==> src/rtl/mux_nx1_rr_reg.sv <==
// N-input registered mux with valid/ready handshake.
// Fixed-select or round-robin grant feeds a single output register.
module mux_nx1_rr_reg #(
    parameter  int N  = 4,
    parameter  int W  = 8,
    localparam int SW = $clog2(N)
) (
    input  logic           clk,
    input  logic           rst,
    input  logic           mode,
    input  logic [SW-1:0]  sel,
    input  logic [N-1:0]   in_valid,
    input  logic [N*W-1:0] in_data,
    output logic [N-1:0]   in_ready,
    output logic           out_valid,
    output logic [W-1:0]   out_data,
    output logic [SW-1:0]  out_sel,
    input  logic           out_ready
);

    logic [SW-1:0] ptr;
    logic [SW-1:0] g;
    logic          gv;
    logic          load_en;
    logic          acc;

    assign load_en = !out_valid || out_ready;
    assign acc     = load_en && gv;

    // Round-robin search starts at ptr and wraps modulo N.
    always_comb begin
        int j;
        gv = 1'b0;
        g  = '0;
        j  = 0;
        if (!mode) begin
            if (int'(sel) < N) begin
                if (in_valid[sel]) begin
                    gv = 1'b1;
                    g  = sel;
                end
            end
        end else begin
            for (int k = 0; k < N; k++) begin
                j = int'(ptr) + k;
                if (j >= N) j = j - N;
                if (!gv && in_valid[j]) begin
                    gv = 1'b1;
                    g  = SW'(j);
                end
            end
        end
    end

    always_comb begin
        in_ready = '0;
        if (!rst && acc) in_ready[g] = 1'b1;
    end

    always_ff @(posedge clk or posedge rst) begin
        if (rst) begin
            out_valid <= 1'b0;
            out_data  <= '0;
            out_sel   <= '0;
            ptr       <= '0;
        end else begin
            if (acc) begin
                out_valid <= 1'b1;
                out_data  <= in_data[int'(g)*W +: W];
                out_sel   <= g;
                if (mode) ptr <= (g == SW'(N-1)) ? '0 : g + 1'b1;
            end else if (load_en) begin
                out_valid <= 1'b0;
            end
        end
    end

endmodule

==> config.mk <==
export PLATFORM = sky130hd
export DESIGN_NAME = mux_nx1_rr_reg
export DESIGN_NICKNAME = d
export VERILOG_FILES = /design/src/rtl/mux_nx1_rr_reg.sv
export SDC_FILE = /design/constraint.sdc
export NUM_CORES = 1
export LEC_CHECK = 0
export ABC_AREA = 1
export CAP_MARGIN = 20
export CELL_PAD_IN_SITES_DETAIL_PLACEMENT = 2
export CELL_PAD_IN_SITES_GLOBAL_PLACEMENT = 2
export CORE_MARGIN = 2
export CORE_UTILIZATION = 20
export DETAILED_ROUTE_END_ITERATION = 10
export PLACE_DENSITY = 0.89
export REMOVE_ABC_BUFFERS = 1
export SLEW_MARGIN = 20
export SYNTH_ARGS = -nofsm -noshare
export SYNTH_HDL_FRONTEND = slang
export SYNTH_SLANG_ARGS = --single-unit
==> constraint.sdc <==
create_clock -name clk -period 3.95 [get_ports clk]
set_clock_uncertainty 0.1 [all_clocks]
set_input_delay 1.185 -clock clk [delete_from_list [all_inputs] [get_ports clk]]
set_output_delay 1.185 -clock clk [all_outputs]
set_load 0.01 [all_outputs]
# Yosys cells after proc, flatten, opt, wreduce, memory -nomap -nowiden

Cells that the tools add are included.

Eq/ne operators: 1
Shifts and indexed selects: 1
Muxes and demuxes: 43
Reductions and logical operators: 14
Add/subtract/negate cells: 8
Magnitude comparators: 11
Multipliers: 0
Divide/modulo/power cells: 0
Bitwise gates (word level): 0

Operators with widths:

| operator              | count |
|---|---|
| $mux W32              | 8 |
| $lt A32 B4 Y1 const B | 4 |
| $shiftx A32 B6 Y8     | 1 |
| $mux W1               | 21 |
| $mux W2               | 7 |
| $sub A3 B3 Y4 const B | 3 |
| $bmux W1 S2           | 5 |
| $ge A3 B3 Y1 const B  | 3 |
| $add A2 B2 Y3 const B | 2 |
| $logic_and A1 B1 Y1   | 6 |
| $lt A2 B3 Y1 const B  | 2 |
| $logic_not A1 Y1      | 5 |
| $mux W4               | 1 |
| $sub A2 B3 Y4 const B | 1 |
| $add A2 B1 Y3 const B | 1 |
| $ge A2 B3 Y1 const B  | 1 |
| $add A2 B1 Y2 const B | 1 |
| $demux W1 S2          | 1 |
| $eq A2 B2 Y1 const B  | 1 |
| $ge A2 B1 Y1 const B  | 1 |
| $reduce_and A2 Y1     | 1 |
| $reduce_bool A2 Y1    | 1 |
| $logic_or A1 B1 Y1    | 1 |

Output and inout bits: 15
Bits in read-only memories: 0
Latch bits: 0
Logic and storage cells: 82
Memories: 0
Bits of input ports: 42
Bits in writable memories: 0
Bits in registers: 13

# Depth between registers and ports, before layout

Gate-level depths: netlist of the first run.

Word-level depth: 25
Mapped depth: 18
Gate-level depth less buffers: 16

# Worst setup path before layout of the first run

OpenSTA, ideal clock, no wires.

Kind: input to output
From: in in_valid[3]
To: out in_ready[3]
Slack: 270 ps
Data required time: 2,665 ps
Path buffers: 1
Arrival time: 2,395 ps
Stages: 13
Cells stage by stage: inv_1 -> nand2_1 -> nand3_1 -> nand2_1 -> nor2_2 -> nand3_1 -> nand3_1 -> nor2_1 -> nor2_4 -> buf_4 -> ha_1 -> inv_1 -> nor2_1

Word-level cells in the longest chain between the ends: 22
Elaborated cells on any way between the ends: 43
Those cells by class: 2 x order compare; 32 x mux; 9 x reduce/logical

RTL lines:

| item                                                                      | line | text |
|---|---|---|
| start: declaration                                                        | 12   | `input logic [N-1:0] in_valid,` |
| $bmux W1 S2                                                               | 47   | `if (!gv && in_valid[j]) begin` |
| $mux W1 (implied by the code) (2 in a row)                                | 47   |  |
| $mux W1                                                                   | 47   |  |
| $mux W1                                                                   | 36   | `if (!mode) begin` |
| $logic_not A1 Y1                                                          | 47   |  |
| $logic_and A1 B1 Y1                                                       | 47   |  |
| $mux W1                                                                   | 47   |  |
| $mux W1                                                                   | 36   |  |
| [5 not listed]                                                            | --   |  |
| $logic_and A1 B1 Y1                                                       | 47   |  |
| $mux W2                                                                   | 47   |  |
| $mux W2                                                                   | 36   |  |
| $lt A2 B3 Y1 (implied by the code) / $ge A2 B1 Y1 (equally long branches) | 57   | `if (!rst && acc) in_ready[g] = 1'b1;` |
| $logic_and A1 B1 Y1 (implied by the code)                                 | 57   |  |
| $mux W1 (implied by the code)                                             | 57   |  |
| $demux W1 S2                                                              | 57   |  |
| $mux W4 (*)                                                               | 57   |  |
| end: declaration                                                          | 14   | `output logic [N-1:0] in_ready,` |

Mark *: on every way between the ends. The rest lies on a longest branch, timed or not. The select of a mux whose other input is x is not followed.

# Worst setup path in the final report of the first run

From: in in_valid[0]
To: out in_ready[3]

The elaborated chain is that of the path after synthesis.

==> impl_metrics.yaml, run 1 <==
run_status:
  status: "finished, violations left"
  violations: "negative setup slack"
yosys:
  yosys.area_share.simple_pct: 54.3
  synth_xor_area_share_pct: 0
  synth_ff_type: "dfrtp_1"
  seq_area_frac_synth_pct: 25.5
  synth_compound_area_share_pct: 3.04
  synth_edf_count: 0
  synth_cell_types: 20
  synth_top_family_by_area: "simple AND/OR/NAND/NOR gates"
  synth-seq-cells: 13
  syn_avg_cell_area_sq_um: 5.67
  synthCells: 225
  muxShareOfSynthArea_pct: 0
  synthesis.area_sq_um: 1280
  synth-adder-area-share_pct: 0.980
  yosysWarnings: 0
  async_reset_ff_share_pct: 100
detailed_routing:
  vias: 1798
  wl_per_cell_um: 18.7
  via_per_inst: 4.69
  drc_errors: 0
  first_pass_iters: 4
  postRouteAntennaNets: 0
  wl_um: 7160
  dr.first_iter.drc_count: 56
clocking:
  cts_buffer_depth: 2
  cts_root_buf: "clkbuf_8"
  htreeDepth: 1
  clk_pin_slew_ps: 60
  clkLatencyLatePin_ps: 250
  clock_sinks: 13
  tritoncts: "done"
  numCtsBuffers: 3
setup_path:
  regToRegStartpoint: "ptr[1]"
  regToRegSetupSlack_ps: 1160
  worstSetupPathType: "in2out"
  critPathLaunch: "in_valid[0]"
  crit_end: "in_ready[3]"
  cp.required_ps: 2660
  end_kind: "output pin"
  timing.rr.end: "out_data[7]"
  cp_max_fo: 4
  reg2regPathDepth: 15
  arrival_ps: 2710
  setup.worst_path.start_class: "primary input"
place:
  portBuffers: 56
  placed_area_sq_um: 2010
  post-dp-hpwl_um: 4570
  place_ws_ps: -966
  place_congestion: 0.768
  place_inst: 369
power:
  finalPower_mw: 1.75
  p_seq_share_pct: 15.8
  intPower_mw: 0.817
  peakVddDrop_v: 0.000268
  sw_frac_of_total_pct: 53.3
  power_frac_comb_pct: 77.2
  p_leak_nw: 1.26
  clockPowerShare_pct: 7.0
  p_switching_mw: 0.932
  pwr_density_cell_nw_per_um2: 731
die:
  dieArea_sq_um: 7040
  ios: 57
  die_x_um: 83.9
  initial_core_util_pct: 20.3
  die_height_um: 83.9
  core-area_sq_um: 6280
  row_count: 29
run:
  maxCapViolCount: 0
sta:
  maxSlewHeadroom_pct: 68.1
  fin_crit_sh_pct: 101
  finalHoldViolCount: 0
  setup_viol: 3
  max_slew.worst_pin.slew_ps: 477
  rsz0062_at_grt: "yes"
  min_period_ps: 3990
  finalHoldWorstSlack_ps: 410
  max_freq_mhz: 251
  setup_ws_ps: -41.5
  slew_viol_final: 0
layout:
  layout_common_cells: "92 x nand2_1, 45 x clkdlybuf4s50_1, 26 x buf_4, 25 x nand3_1, 23 x inv_1"
  antenna_cells: 0
  drive_gt1_share_pct: 31.0
  final_area_sq_um: 2390
  nFillCells: 753
  final_common_cell: "nand2_1"
  area_delta_synth_final_pct: 87.4
  fin_cells: 383
  finalNetCount: 350
global_routing:
  overflow: 0
  grt_use_met3_pct: 3.26
  met2_usage_pct: 35.7
  grt_pass1_vias: 1949
  use_met1_pct: 21.6
  grt_antenna_before_repair: 0
  grt_max_degree: 17
  grt_pass1_wl_um: 10500
  grt_use_total_pct: 18.8
  busiest_layer: "met2"
hold_path:
  holdCritPathClass: "reg2reg"
[critical path, stage by stage]
cell	delay, ps
buf_8	110
nand2_1	70
nand2_1	90
nand2_1	100
nand2_2	100
nor2_4	170
nand3_2	130
nand2_2	110
nor2_4	50
nor2_4	160
ha_4	160
inv_2	40
nor2_2	110
buf_6	130
[synthesized netlist by cell type (2+ instances only)]
cell	instances	area [sq um]
buf_2	2	10.0
buf_6	4	45.0
dfrtp_1	13	325
inv_1	31	116
nand2_1	108	405
nand2_2	4	25.0
nand3_1	34	170
nor2_1	10	37.5
nor3_1	3	15.0
o21ai_0	6	30.0
[cell type report]
type / count / area [sq um] / area share [%]
inverter: 34 / 158 / 6.59
clock buffer: 3 / 41.3 / 1.73
timing repair buffer: 84 / 777 / 32.5
sequential: 13 / 327 / 13.7
tap: 77 / 96.3 / 4.03
clock inverter: 1 / 5.00 / 0.209
multi-input combinational: 171 / 987 / 41.3
[state kept, by name (all words and copies together), names as in the netlist]
name       count
out_sel        2
out_data       8
ptr            2
out_valid      1
[worst min-delay path by stage]
stage	end	cells past startpoint	start	slack, ps
after CTS	out_data[5]	2	out_data[5]	420
final	out_data[5]	2	out_data[5]	410
after floorplan	out_data[0]	2	out_data[0]	420
after detailed placement	out_data[4]	2	out_data[4]	390
after global placement	out_data[4]	2	out_data[4]	370
after global routing	out_data[5]	2	out_data[5]	450
[metal layers]
metal,wire length (um),vias to the layer above
li1,-,854
met1,3000,879
met2,3710,49
met3,211,16
met4,239,0
met5,0,-
[cell families (layout without fill, tap and decap cells)]
group,Yosys count,in the layout
simple gates,163,163
buf+inv,41,122
flops,13,13
compound gates,7,7
fa+ha+maj,1,1
[stage by stage]
step                setup TNS, ps  util, %
floorplan                   -69.5        -
global placement            -2990     32.0
detailed placement          -3570     32.0
CTS                             0     35.0
global route                 -412     38.1
finish                      -88.2     38.1
[power by group through the flow]
stage | registers, mW | logic (mW) | clock network, mW
2_1_floorplan | 0.264 | 0.509 | 0
3_3_place_gp | 0.254 | 0.907 | 0
3_5_place_dp | 0.258 | 0.977 | 0
4_1_cts | 0.262 | 1.14 | 0.125
5_1_grt | 0.286 | 1.47 | 0.132
6_report | 0.277 | 1.35 | 0.122
[what timing repair did]
| action | CTS | global route |
|---|---|---|
| buffers inserted | 7 | 3 |
| hold buffers | 0 | 0 |
| gates resized for setup | 76 | 50 |
| setup endpoints to repair | 4 | 4 |
| gates cloned | 0 | 0 |
| pin swaps | 17 | 21 |
No activity file was read; power rests on OpenSTA's default activity.
==> run 2, diff against run 1 <==
- ABC_AREA: 1 -> 0
- CORE_UTILIZATION: 20 -> 21
- PLACE_DENSITY: 0.89 -> 0.78
==> impl_metrics.yaml, run 2 <==
run_status:
  status: "complete, no violations"
sta:
  setup_ws_ps: 29.7
  fin_crit_sh_pct: 99.2
  max_freq_mhz: 255
  maxSlewHeadroom_pct: 77.7
  setup_viol: 0
  finalHoldViolCount: 0
  max_slew.worst_pin.slew_ps: 333
  slew_viol_final: 0
  min_period_ps: 3920
  rsz0062_at_grt: "no"
  finalSetupTns_ps: 0
detailed_routing:
  wl_um: 4250
  dr.first_iter.drc_count: 30
  postRouteAntennaNets: 0
  wl_per_cell_um: 18.6
  vias: 1129
  drc_errors: 0
  via_per_inst: 4.93
  first_pass_iters: 2
setup_path:
  worstSetupPathType: "in2out"
  cp.required_ps: 2660
  end_kind: "output pin"
  crit_end: "in_ready[2]"
  regToRegSetupSlack_ps: 1870
  regToRegStartpoint: "ptr[1]"
  crit_path_top_delay_cell: "or4_4"
  arrival_ps: 2640
  timing.rr.end: "out_data[2]"
  cp_max_fo: 3
  reg2regPathDepth: 8
  slowest_delay_ps: 580
  setup.worst_path.start_class: "primary input"
  worstPathCellList: "clkdlybuf4s15_1, or4_4, mux2i_4, buf_6, or2_4, nor4_2, buf_2"
  critPathLaunch: "in_valid[3]"
power:
  clockPowerShare_pct: 17.8
  power_frac_comb_pct: 52.4
  p_leak_nw: 0.816
  intPower_mw: 0.449
  sw_frac_of_total_pct: 36.1
  finalPower_mw: 0.702
  p_switching_mw: 0.253
  pwr_density_cell_nw_per_um2: 383
  peakVddDrop_v: 0.000129
  p_seq_share_pct: 29.8
yosys:
  synthCells: 99
  yosysTopAreaCell: "dfrtp_1"
  synth_top_cell_area_share_pct: 31.9
  synth_most_common_cell: "mux2i_1"
  syn_avg_cell_area_sq_um: 10.3
  synth_ff_type: "dfrtp_1"
  synthesis.area_sq_um: 1020
  seq_area_frac_synth_pct: 31.9
  yosysWarnings: 0
  synth_cell_types: 33
  synth_area_leaders: "dfrtp_1 32%, mux2i_1 17%, o221ai_2 12%"
  synth-seq-cells: 13
  yosys-top-cells-count: "17 x mux2i_1, 16 x nand2_1, 13 x dfrtp_1"
  async_reset_ff_share_pct: 100
  synth_edf_count: 0
clocking:
  clkLatencyLatePin_ps: 250
  numCtsBuffers: 3
  clock_sinks: 13
  cts_buffer_depth: 2
  clk_pin_slew_ps: 60
  htreeDepth: 1
  cts_root_buf: "clkbuf_8"
  tritoncts: "done"
layout:
  area_delta_synth_final_pct: 80.2
  largest_register_ffs: 8
  top_register: "out_data"
  fin_cells: 229
  antenna_cells: 0
  reg_top3: "out_data: 8 flops, out_sel: 2 flops, ptr: 2 flops"
  final_common_cell: "clkdlybuf4s50_1"
  layout_common_cells: "45 x clkdlybuf4s50_1, 19 x buf_4, 17 x mux2i_1, 15 x nand2_1, 13 x dfrtp_1"
  finalNetCount: 219
  drive_gt1_share_pct: 35.4
place:
  place_inst: 216
  place_congestion: 0.799
  place_ws_ps: -773
  post-dp-hpwl_um: 3150
  portBuffers: 56
global_routing:
  grt_max_degree: 13
  grt_pass1_wl_um: 6600
  overflow: 0
  grt_pass1_vias: 1277
  grt_antenna_before_repair: 0
  grt_use_total_pct: 16.3
die:
  initial_core_util_pct: 21.7
  row_count: 25
  dieArea_sq_um: 5420
  die_height_um: 73.6
  die_x_um: 73.6
  ios: 57
  core-area_sq_um: 4690
run:
  maxCapViolCount: 0
hold_path:
  holdCritPathClass: "reg2reg"
==> run 2: cell types whose count changed after synthesis, moves of 4 or more <==
cell      before  now
nand2_1      108   16
nand3_1       34    2
inv_1         31    2
mux2i_1        0   17
nor2_1        10    2
o221ai_2       0    8
o21ai_0        6    0
buf_6          4    0
nand2_2        4    0
o21ai_1        0    4
==> run 2: metal layers <==
metal | track usage, % | vias up | share of wire (%) | wire length, um
li1 | - | 520 | - | -
met1 | 17.7 | 568 | 37 | 1580
met2 | 31.7 | 33 | 57 | 2440
met3 | 1.65 | 8 | 3.9 | 166
met4 | 6.67 | 0 | 1.7 | 73
met5 | 0 | - | 0 | 0
==> run 2: through the flow <==
stage	util, %	hold WS, ps	cell area, sq um
after floorplan	-	412	973
after global routing	39.1	438	1840
after CTS	39.1	406	1830
after detailed placement	36.5	387	1710
final	39.1	404	1840
after global placement	36.5	376	1710
==> run 2: final cells by class <==
type | count | area [sq um]
fill | 510 | 2860
clock buffer | 4 | 45.0
multi-input combinational | 77 | 699
sequential | 13 | 325
inverter | 3 | 11.3
timing repair buffer | 78 | 687
tap | 54 | 67.6
==> run 2: kinds of logic after synthesis <==
family / after synthesis / share of synthesized area [%]
flops: 13 / 31.9
buf+inv: 9 / 5.53
mux: 20 / 21.4
fa+ha+maj: 1 / 1.23
simple gates: 35 / 18.4
compound gates: 21 / 21.5
==> run 2: power groups by stage <==
stage / logic (mW) / clock network, mW / registers, mW
2_1_floorplan: 0.156 / 0 / 0.217
3_3_place_gp: 0.333 / 0 / 0.207
3_5_place_dp: 0.347 / 0 / 0.211
4_1_cts: 0.370 / 0.131 / 0.209
5_1_grt: 0.399 / 0.137 / 0.214
6_report: 0.368 / 0.125 / 0.209
==> run 2: worst min path at each step <==
stage / startpoint / to / cells past startpoint
5_1_grt: out_data[2] / out_data[2] / 2
3_3_place_gp: out_data[5] / out_data[5] / 2
4_1_cts: out_data[6] / out_data[6] / 2
3_5_place_dp: out_data[5] / out_data[5] / 2
2_1_floorplan: out_sel[0] / out_sel[0] / 2
6_report: out_data[6] / out_data[6] / 2
==> run 2: critical path: cells and delay by family <==
family,cells,cell delay (ps)
simple gates,3,730
mux,1,210
buf+inv,3,500
==> run 2: what timing repair did <==
action | 4_1_cts | 5_1_grt
pin swaps | 5 | 3
setup endpoints to repair | 4 | 4
setup buffers | 6 | 3
resized for setup | 52 | 8
hold buffers | 0 | 0
